**config.mk**
```make
export PLATFORM = sky130hd
export DESIGN_NAME = rr_hold_arbiter
export DESIGN_NICKNAME = d
export VERILOG_FILES = /design/src/rtl/rr_hold_arbiter.sv
export SDC_FILE = /design/constraint.sdc
export NUM_CORES = 1
export LEC_CHECK = 0
export CAP_MARGIN = 15
export CORE_MARGIN = 5
export CORE_UTILIZATION = 52
export CTS_CLUSTER_DIAMETER = 150
export DETAILED_ROUTE_END_ITERATION = 10
export GPL_TIMING_DRIVEN = 0
export PLACE_DENSITY = 0.78
export REMOVE_ABC_BUFFERS = 1
export SKIP_CTS_REPAIR_TIMING = 1
export SLEW_MARGIN = 20
export SYNTH_ARGS = -nofsm -noshare
export SYNTH_HDL_FRONTEND = slang
export SYNTH_SLANG_ARGS = --single-unit
```
**constraint.sdc**
```tcl
create_clock -name clk -period 3.7 [get_ports clk]
set_input_delay 0.555 -clock clk [delete_from_list [all_inputs] [get_ports clk]]
set_output_delay 0.555 -clock clk [all_outputs]
set_load 0.01 [all_outputs]
```
**src/rtl/rr_hold_arbiter.sv**
```systemverilog
// Four-requester round-robin arbiter with a bounded hold time per grant.
// A grant ends when its owner drops the request or after MAX_HOLD cycles, and one idle cycle follows.

module rr_hold_arbiter_checker #(
  parameter int CW       = 4,
  parameter int MAX_HOLD = 8
) (
  input logic          clk,
  input logic          reset,
  input logic [3:0]    gnt,
  input logic          busy,
  input logic          timeout,
  input logic [CW-1:0] hold
);

  a_gnt_onehot: assert property (@(posedge clk) disable iff (!reset) $onehot0(gnt));
  a_busy_or:    assert property (@(posedge clk) disable iff (!reset) busy == (|gnt));
  a_timeout:    assert property (@(posedge clk) disable iff (!reset) timeout |-> !busy);
  a_hold_max:   assert property (@(posedge clk) disable iff (!reset) 32'(hold) <= MAX_HOLD);

endmodule

module rr_hold_arbiter #(
  parameter int MAX_HOLD = 8
) (
  input  logic       clk,
  input  logic       reset,
  input  logic [3:0] REQ,
  output logic [3:0] GNT,
  output logic [1:0] GNT_ID,
  output logic       BUSY,
  output logic       TIMEOUT
);

  localparam int CW = $clog2(MAX_HOLD + 1);
  localparam logic [CW-1:0] HOLD_MAX_C  = CW'(MAX_HOLD);
  localparam logic [CW-1:0] HOLD_ONE_C  = CW'(1);
  localparam logic [CW-1:0] HOLD_ZERO_C = CW'(0);

  typedef enum logic {
    IDLE  = 1'b0,
    GRANT = 1'b1
  } state_t;

  state_t        state_r,   state_s;
  logic [1:0]    ptr_r,     ptr_s;
  logic [1:0]    owner_r,   owner_s;
  logic [CW-1:0] hold_r,    hold_s;
  logic [3:0]    gnt_r,     gnt_s;
  logic          busy_r,    busy_s;
  logic          timeout_r, timeout_s;
  logic [1:0]    win_s;

  // First set request found searching upward from ptr, wrapping modulo 4.
  function automatic logic [1:0] rr_pick(input logic [3:0] req, input logic [1:0] ptr);
    logic [1:0] idx;
    logic [1:0] win;
    logic       found;
    win   = ptr;
    found = 1'b0;
    for (int i = 0; i < 4; i++) begin
      idx = ptr + 2'(i);
      if (!found && req[idx]) begin
        win   = idx;
        found = 1'b1;
      end else begin
        win   = win;
      end
    end
    return win;
  endfunction

  function automatic logic [3:0] onehot4(input logic [1:0] idx);
    logic [3:0] oh;
    case (idx)
      2'd0:    oh = 4'b0001;
      2'd1:    oh = 4'b0010;
      2'd2:    oh = 4'b0100;
      2'd3:    oh = 4'b1000;
      default: oh = 4'b0000;
    endcase
    return oh;
  endfunction

  assign win_s = rr_pick(REQ, ptr_r);

  // Next-state and next-output decode for the IDLE/GRANT machine.
  always_comb begin
    state_s   = state_r;
    ptr_s     = ptr_r;
    owner_s   = owner_r;
    hold_s    = hold_r;
    gnt_s     = 4'b0000;
    busy_s    = 1'b0;
    timeout_s = 1'b0;
    case (state_r)
      IDLE: begin
        if (REQ != 4'b0000) begin
          state_s = GRANT;
          owner_s = win_s;
          ptr_s   = win_s + 2'd1;
          hold_s  = HOLD_ONE_C;
          gnt_s   = onehot4(win_s);
          busy_s  = 1'b1;
        end else begin
          state_s = IDLE;
        end
      end
      GRANT: begin
        if (!REQ[owner_r]) begin
          state_s = IDLE;
          hold_s  = HOLD_ZERO_C;
        end else if (hold_r >= HOLD_MAX_C) begin
          // Owner still wants the resource but has used its full allowance.
          state_s   = IDLE;
          hold_s    = HOLD_ZERO_C;
          timeout_s = 1'b1;
        end else begin
          hold_s = hold_r + HOLD_ONE_C;
          gnt_s  = onehot4(owner_r);
          busy_s = 1'b1;
        end
      end
      default: begin
        state_s = IDLE;
        hold_s  = HOLD_ZERO_C;
      end
    endcase
  end

  // State, pointer, counter and registered outputs; reset clears everything at once.
  always_ff @(posedge clk or negedge reset) begin
    if (!reset) begin
      state_r   <= IDLE;
      ptr_r     <= 2'd0;
      owner_r   <= 2'd0;
      hold_r    <= HOLD_ZERO_C;
      gnt_r     <= 4'b0000;
      busy_r    <= 1'b0;
      timeout_r <= 1'b0;
    end else begin
      state_r   <= state_s;
      ptr_r     <= ptr_s;
      owner_r   <= owner_s;
      hold_r    <= hold_s;
      gnt_r     <= gnt_s;
      busy_r    <= busy_s;
      timeout_r <= timeout_s;
    end
  end

  assign GNT     = gnt_r;
  assign GNT_ID  = owner_r;
  assign BUSY    = busy_r;
  assign TIMEOUT = timeout_r;

  rr_hold_arbiter_checker #(
    .CW       (CW),
    .MAX_HOLD (MAX_HOLD)
  ) u_checker (
    .clk     (clk),
    .reset   (reset),
    .gnt     (gnt_r),
    .busy    (busy_r),
    .timeout (timeout_r),
    .hold    (hold_r)
  );

endmodule

```
Yosys cells after proc, flatten, opt, wreduce, memory -nomap -nowiden:

Index checks and enable logic that the tools add are counted.

* add/subtract/negate cells: 5
* order comparisons: 6
* equal/unequal tests: 7
* mux-type cells: 33
* bitwise operators: 1
* reduce and logical (&&, ||, !) cells: 10

Operators by type and width (number)
* case mux 4 bit (4 select lines): 2
* 2-to-1 mux 4 bit: 6
* case mux 4 bit (2 select lines): 2
* < comparator 2 x 3 -> 1 bit (second input constant): 5
* 2-to-1 mux 1 bit: 14
* binary-select mux 1 bit (select 2 bit): 5
* equality test 2 bit (second input constant): 4
* 2-to-1 mux 2 bit: 3
* adder 2 x 1 -> 2 bit (second input constant): 2
* adder 2 bit (second input constant): 2
* adder 4 x 1 -> 4 bit (second input constant): 1
* equality test 2 x 1 -> 1 bit (second input constant): 2
* greater-or-equal comparator 4 bit (second input constant): 1
* logical NOT 2 bit: 2
* nonzero test 4 bit: 1
* logical AND 1 bit: 3
* logical NOT 1 bit: 3
* != test 2 bit (second input constant): 1
* case mux 1 bit (2 select lines): 1
* AND reduction 2 bit: 1
* NOT 1 bit: 1

* flip-flop bits (word level): 14
* bits of input ports: 6
* output and inout port bits: 8
* word-level logic and storage cells: 68

Logic depth before layout (Yosys ltp):

Gate-level depths: netlist of run 1.

* depth in word-level cells: 16
* depth in mapped cells: 6
* depth with buffers taken out: 5

Worst setup path before layout of run 1:

Ideal clock, no wire load.

* kind: input -> register
* start: input REQ[3]
* end: register ptr_r[1]
* setup time: 0.125 ns
* arrival: 1.675 ns
* required time: 3.575 ns
* setup slack: 1.900 ns
* stages: 6
* path buffers: 1
* path through: buf_6 -> or3_1 -> nand4b_1 -> nand2_1 -> ha_1 -> mux2_4

* longest elaborated chain between the ends: 13
* elaborated cells between the ends (all ways): 23
* classes of those cells: add/sub (1); mux (14); reduce/logical (8)

RTL lines
* start: declaration: line 28 `input logic [3:0] REQ,`
* binary-select mux 1 bit (select 2 bit): line 63 `if (!found && req[idx]) begin`
* 2-to-1 mux 1 bit (implied by the code): line 63
* 2-to-1 mux 1 bit: line 63
* logical NOT 1 bit: line 63
* logical AND 1 bit: line 63
* 2-to-1 mux 1 bit: line 63
* logical NOT 1 bit: line 63
* logical AND 1 bit: line 63
* 2-to-1 mux 1 bit: line 63
* logical NOT 1 bit: line 63
* logical AND 1 bit: line 63
* 2-to-1 mux 2 bit (*): line 63
* net win_s[1]: line 52 `logic [1:0] win_s;`
* adder 2 x 1 -> 2 bit (*): line 101 `ptr_s = win_s + 2'd1;`
* end signal: assignment: line 143 `ptr_r <= ptr_s;`
* end: declaration: line 46 `logic [1:0] ptr_r, ptr_s;`

Mark *: on every way through the listed nets, which the timed path passes. The rest lies on a longest branch. The select of a mux whose other input is x is not followed.
A chain may end at the register's enable or synchronous reset.

Final worst setup path of run 1:

* start: input REQ[0]
* end: register ptr_r[1]

The elaborated chain is that of the path after synthesis.

==> results.py, run 1 <==
metrics = {
    "outcome": {
        "status": "finished clean",
    },
    "timing": {
        "tightest_slew_ns": 0.631,
        "slew_headroom": 0.578,
        "finalSetupTns_ns": 0,
        "finalHoldViolations": 0,
        "setup_viol": 0,
        "fin_crit_sh": 0.616,
        "grt_setup_unrepaired": "no",
        "drv_slew": 0,
        "setup_slack_ns": 1.42,
        "period_minus_slack_ns": 2.28,
        "finClkSkew_ns": 0.00559,
        "clock.fmax_ghz": 0.439,
        "hold_ws_ns": 0.503,
    },
    "placed_design": {
        "placedCellCount": 107,
        "port-buffer-count": 13,
        "pre_cts_ws_ns": 1.14,
        "dp_hpwl_mm": 1.30,
        "gp_congestion": 0.798,
    },
    "clocking": {
        "h-tree-depth": 1,
        "clockRootBuffer": "clkbuf_4",
        "clk_latency_ns": 0.28,
        "tritoncts": "done",
        "cts.path.max_buffers": 2,
        "cts_sinks": 14,
        "numCtsBuffers": 3,
        "clkSlewWorstSetupHoldPaths_ns": 0.08,
    },
    "floorplanning": {
        "die_y_um": 50.8,
        "core-area_sq_mm": 0.00154,
        "floorplan.rows": 14,
        "die_area_sq_mm": 0.00258,
        "start_util": 0.561,
        "die_w_um": 50.8,
        "num_io_pins": 14,
    },
    "pwr": {
        "p_seq_frac": 0.390,
        "p_per_area_mw_per_mm2": 727,
        "sw_frac_of_total": 0.396,
        "peakVddDrop_v": 0.000407,
        "netSwitchingPower_w": 0.000294,
        "comb_power_share": 0.497,
        "p_total_w": 0.000742,
        "p_leak_nw": 0.429,
        "pwr-share-clk": 0.113,
        "p_int_w": 0.000448,
    },
    "cells_and_area": {
        "final_nets": 108,
        "synthToLayoutAreaGrowth_pct": 18.1,
        "fillCellCount": 138,
        "layout_common_cells": "dfrtp_1, clkdlybuf4s50_1, ha_1",
        "drive_above_1_share": 0.0957,
        "num_antenna_cells": 0,
        "mostFrequentLayoutCell": "dfrtp_1",
        "instances_no_fill": 110,
    },
    "synthesis": {
        "yosysSeqAreaShare": 0.405,
        "synth-edff-count": 0,
        "synth_cell_type_count": 39,
        "synth-seq-cells": 14,
        "synth_cells": 80,
        "async_flop_share": 1.00,
        "yosysWarnings": 0,
        "synthesis.area_sq_um": 865,
        "synth_area_per_cell_sq_um": 10.8,
        "ys.flop_type": "dfrtp_1",
    },
    "worst_setup_path": {
        "r2r_slack_ns": 2.01,
        "cp-end-kind": "register",
        "worstPathArrival_ns": 2.44,
        "critPathRequiredTime_ns": 3.86,
        "start_kind": "input port",
        "path_max_fanout": 8,
        "crit_type": "in2reg",
        "ff2ff_path_depth": 5,
    },
    "global_route": {
        "first_global_vias": 704,
        "grt_start_max_net_pins": 15,
        "grt_pass1_wl_mm": 3.23,
        "grt_overflow_total": 0,
        "antenna_found_initial": 0,
        "grt_usage": 0.162,
    },
    "job": {
        "drv_cap": 0,
    },
    "detailed_routing": {
        "avgViaCountPerCell": 6.27,
        "vias": 690,
        "drt_iter0_markers": 11,
        "first_pass_iters": 4,
        "wl_met2_um": 946,
        "route.met3.wl_um": 61,
        "wirelength_mm": 1.75,
        "drcViolationCount": 0,
        "wirelength_met1_um": 714,
        "detail_route.wl_per_cell_um": 15.9,
        "top_layer": "met4",
        "antenna_left": 0,
    },
    "min_path": {
        "holdPathStages": 1,
        "min_path_type": "reg2reg",
    },
}
stage by stage:
stage / util / cell area, sq um
floorplan: - / 848
global placement: 0.648 / 998
CTS: 0.662 / 1020
global route: 0.662 / 1020
detailed placement: 0.648 / 998
finish: 0.662 / 1020
power groups by stage:
stage	Combinational, W	Clock, W	Sequential (W)
floorplan	0.000223	0	0.000292
global placement	0.000361	0	0.000285
detailed placement	0.000370	0	0.000292
CTS	0.000374	0.0000867	0.000289
global route	0.000411	0.0000949	0.000302
finish	0.000369	0.0000836	0.000289
worst paths after layout:
path | end | start
setup / recovery | ptr_r[1] | REQ[0]
hold reg to reg | hold_r[2] | hold_r[2]
setup reg to reg | ptr_r[1] | ptr_r[1]
max in group asynchronous | hold_r[0] | reset
min in group asynchronous | ptr_r[0] | reset
hold / removal | hold_r[2] | hold_r[2]
critical path, stage by stage:
cell,delay (ns)
clkdlybuf4s50_1,0.57
nor2b_1,0.21
o21a_1,0.23
nor3_1,0.33
ha_1,0.30
mux2_4,0.25
state kept, by name, indices dropped and copies added, names as in the netlist:
register and cells:
hold_r 4, ptr_r 2, GNT 4, TIMEOUT 1
GNT_ID 2, BUSY 1
layout make-up:
type                    count  area, sq um  area share
flip-flops and latches     14          350       0.343
inverters                   5         18.8      0.0184
clock buffers               3         22.5      0.0221
well taps                  16         20.0      0.0196
multi-input cells          59          479       0.469
repair buffers             13          130       0.127
cells by family after synthesis:
family | after synthesis | share of synthesized area
AND/OR/NAND/NOR | 26 | 0.220
adder cells (fa/ha/maj) | 6 | 0.0868
flip-flops | 14 | 0.405
AO/OA/AOI/OAI | 23 | 0.192
buffers and inverters | 7 | 0.0405
multiplexers | 4 | 0.0550
Yosys cell counts (all sizes together), types with 2 or more instances:
master / number / area (sq um)
dfrtp: 14 / 350
nor2: 3 / 18.8
buf: 2 / 16.3
a22oi: 3 / 22.5
a31oi: 2 / 12.5
nand3: 2 / 10.0
o21ai: 5 / 25.0
a21oi: 3 / 18.8
inv: 5 / 18.8
nor4bb: 2 / 20.0
nor2b: 2 / 12.5
ha: 6 / 75.1
or3: 2 / 12.5
nand2: 3 / 11.3
mux2: 3 / 37.5
a32o: 4 / 40.0
per-layer routing:
metal  up-vias  global-route usage
met1       339               0.191
li1        335                   -
met5         -                   0
met2        13               0.281
met4         0              0.0766
met3         3              0.0266
(Power assumes the default switching activity.)
==> run 2: changes to the inputs <==
--- a/config.mk
+++ b/config.mk
@@ -7,11 +7,11 @@
 export LEC_CHECK = 0
 export CAP_MARGIN = 15
 export CORE_MARGIN = 5
-export CORE_UTILIZATION = 52
+export CORE_UTILIZATION = 51
 export CTS_CLUSTER_DIAMETER = 150
 export DETAILED_ROUTE_END_ITERATION = 10
 export GPL_TIMING_DRIVEN = 0
-export PLACE_DENSITY = 0.78
+export PLACE_DENSITY = 0.77
 export REMOVE_ABC_BUFFERS = 1
 export SKIP_CTS_REPAIR_TIMING = 1
 export SLEW_MARGIN = 20
==> constraint.sdc (replaced) <==
create_clock -name clk -period 2.1 [get_ports clk]
set_input_delay 0.315 -clock clk [delete_from_list [all_inputs] [get_ports clk]]
set_output_delay 0.315 -clock clk [all_outputs]
set_load 0.01 [all_outputs]
==> run 2 against run 1 <==
Critical endpoint is now GNT[2]. Die area increased by 1.6%. Final cell count unchanged. Highest routed layer unchanged. Clock power increased by 65%. Register-to-register slack got worse by 1.6 ns. Clock-buffer cell count unchanged.
==> results.py, run 2 (same netlist as run 1, synthesis figures left out) <==
metrics = {
    "outcome": {
        "status": "finished clean",
    },
    "job": {
        "drv_cap": 0,
    },
    "cells_and_area": {
        "final_nets": 108,
        "final_area_sq_mm": 0.00103,
        "fillCellCount": 120,
        "layout_common_cells": "dfrtp_1, clkdlybuf4s50_1, ha_1",
        "num_antenna_cells": 0,
        "mostFrequentLayoutCell": "dfrtp_1",
        "drive_above_1_share": 0.106,
        "synthToLayoutAreaGrowth_pct": 19.0,
        "fin_util": 0.660,
    },
    "clocking": {
        "clockRootBuffer": "clkbuf_4",
        "cts.path.max_buffers": 2,
        "numCtsBuffers": 3,
        "clk_latency_ns": 0.27,
        "cts_sinks": 14,
        "clkSlewWorstSetupHoldPaths_ns": 0.07,
        "tritoncts": "done",
        "h-tree-depth": 1,
    },
    "worst_setup_path": {
        "cp_slowest_stage_delay_ns": 0.56,
        "path_max_fanout": 8,
        "cp_num_buf_inv": 1,
        "worstPathArrival_ns": 2.15,
        "crit_type": "in2reg",
        "cp-end-kind": "register",
        "worst_path_max_delay_cell": "clkdlybuf4s50_1",
        "start_kind": "input port",
        "critPathRequiredTime_ns": 2.26,
        "path_delay_family": "simple AND/OR/NAND/NOR gates",
        "path_cells": "clkdlybuf4s50_1 -> nor2b_1 -> o21a_1 -> or3_1 -> ha_1 -> a32o_1",
    },
    "pwr": {
        "p_per_area_mw_per_mm2": 1260,
        "p_total_w": 0.00130,
        "p_leak_nw": 0.439,
        "peakVddDrop_v": 0.000601,
    },
    "timing": {
        "finalSetupTns_ns": 0,
        "clock.fmax_ghz": 0.503,
        "grt_setup_unrepaired": "no",
        "tightest_slew_ns": 0.618,
        "finalHoldViolations": 0,
        "setup_viol": 0,
        "period_minus_slack_ns": 1.99,
        "drv_slew": 0,
        "hold_ws_ns": 0.431,
        "fin_crit_sh": 0.947,
        "finClkSkew_ns": 0.00379,
        "slew_headroom": 0.587,
    },
    "detailed_routing": {
        "wirelength_mm": 1.69,
        "detail_route.wl_per_cell_um": 15.4,
        "antenna_left": 0,
        "first_pass_iters": 4,
        "vias": 680,
        "drcViolationCount": 0,
        "avgViaCountPerCell": 6.18,
        "drt_iter0_markers": 8,
    },
    "floorplanning": {
        "floorplan.rows": 14,
        "die_area_sq_mm": 0.00262,
        "start_util": 0.555,
        "core-area_sq_mm": 0.00156,
        "num_io_pins": 14,
        "die_w_um": 51.2,
        "die_y_um": 51.2,
    },
    "placed_design": {
        "gp_congestion": 0.819,
        "dp_hpwl_mm": 1.24,
        "port-buffer-count": 13,
        "place_area_sq_um": 998,
    },
    "global_route": {
        "top_usage_layer": "met2",
        "antenna_found_initial": 0,
        "first_global_vias": 648,
        "grt_overflow_total": 0,
        "grt_start_max_net_pins": 15,
        "met3_usage": 0.0552,
        "met1_usage": 0.176,
        "grt_usage": 0.146,
        "use_met2": 0.258,
        "grt_pass1_wl_mm": 2.91,
    },
    "min_path": {
        "min_path_type": "in2async",
    },
}
==> run 2: power by group <==
part / switching, W / leakage [nW] / internal (W)
clock: 0.0000715 / 0.0138 / 0.0000662
sequential: 0.000127 / 0.176 / 0.000376
combinational: 0.000306 / 0.249 / 0.000352
==> run 2: area by class of cell <==
type                    count  area (sq um)  share of cell area
multi-input cells          59           484               0.471
clock buffers               3          22.5              0.0219
flip-flops and latches     14           350               0.341
repair buffers             13           133               0.129
well taps                  16          20.0              0.0195
inverters                   5          18.8              0.0182
==> run 2: final timing paths <==
kind,slack [ns],start,endpoint,depth (start not counted)
max reg2reg,0.39,ptr_r[1],ptr_r[1],5
max,0.11,REQ[0],GNT[2],6
min,0.43,reset,GNT[3],1
min in group clk,0.51,hold_r[2],hold_r[2],1
min reg2reg,0.51,hold_r[2],hold_r[2],1
max in group asynchronous,1.27,reset,hold_r[2],1
==> run 2: worst register-to-register path, cell delays in order (launching register included) <==
cell,delay (ns)
dfrtp_1,0.44
or3_1,0.38
nand4b_1,0.13
nand2_1,0.10
ha_1,0.29
mux2_4,0.25
==> run 2: through the flow <==
stage / cells / setup WS, ns
after floorplan: 78 / 0.497
after global placement: 107 / -0.174
after detailed placement: 107 / -0.165
after CTS: 110 / 0.105
after global routing: 110 / 0.0372
final: 110 / 0.112
==> run 2: routing by layer <==
layer	share of wire	vias up	wire length (um)
met4	0.0041	0	7
met1	0.45	329	766
met2	0.50	12	851
li1	-	337	-
met5	0	-	0
met3	0.038	2	65
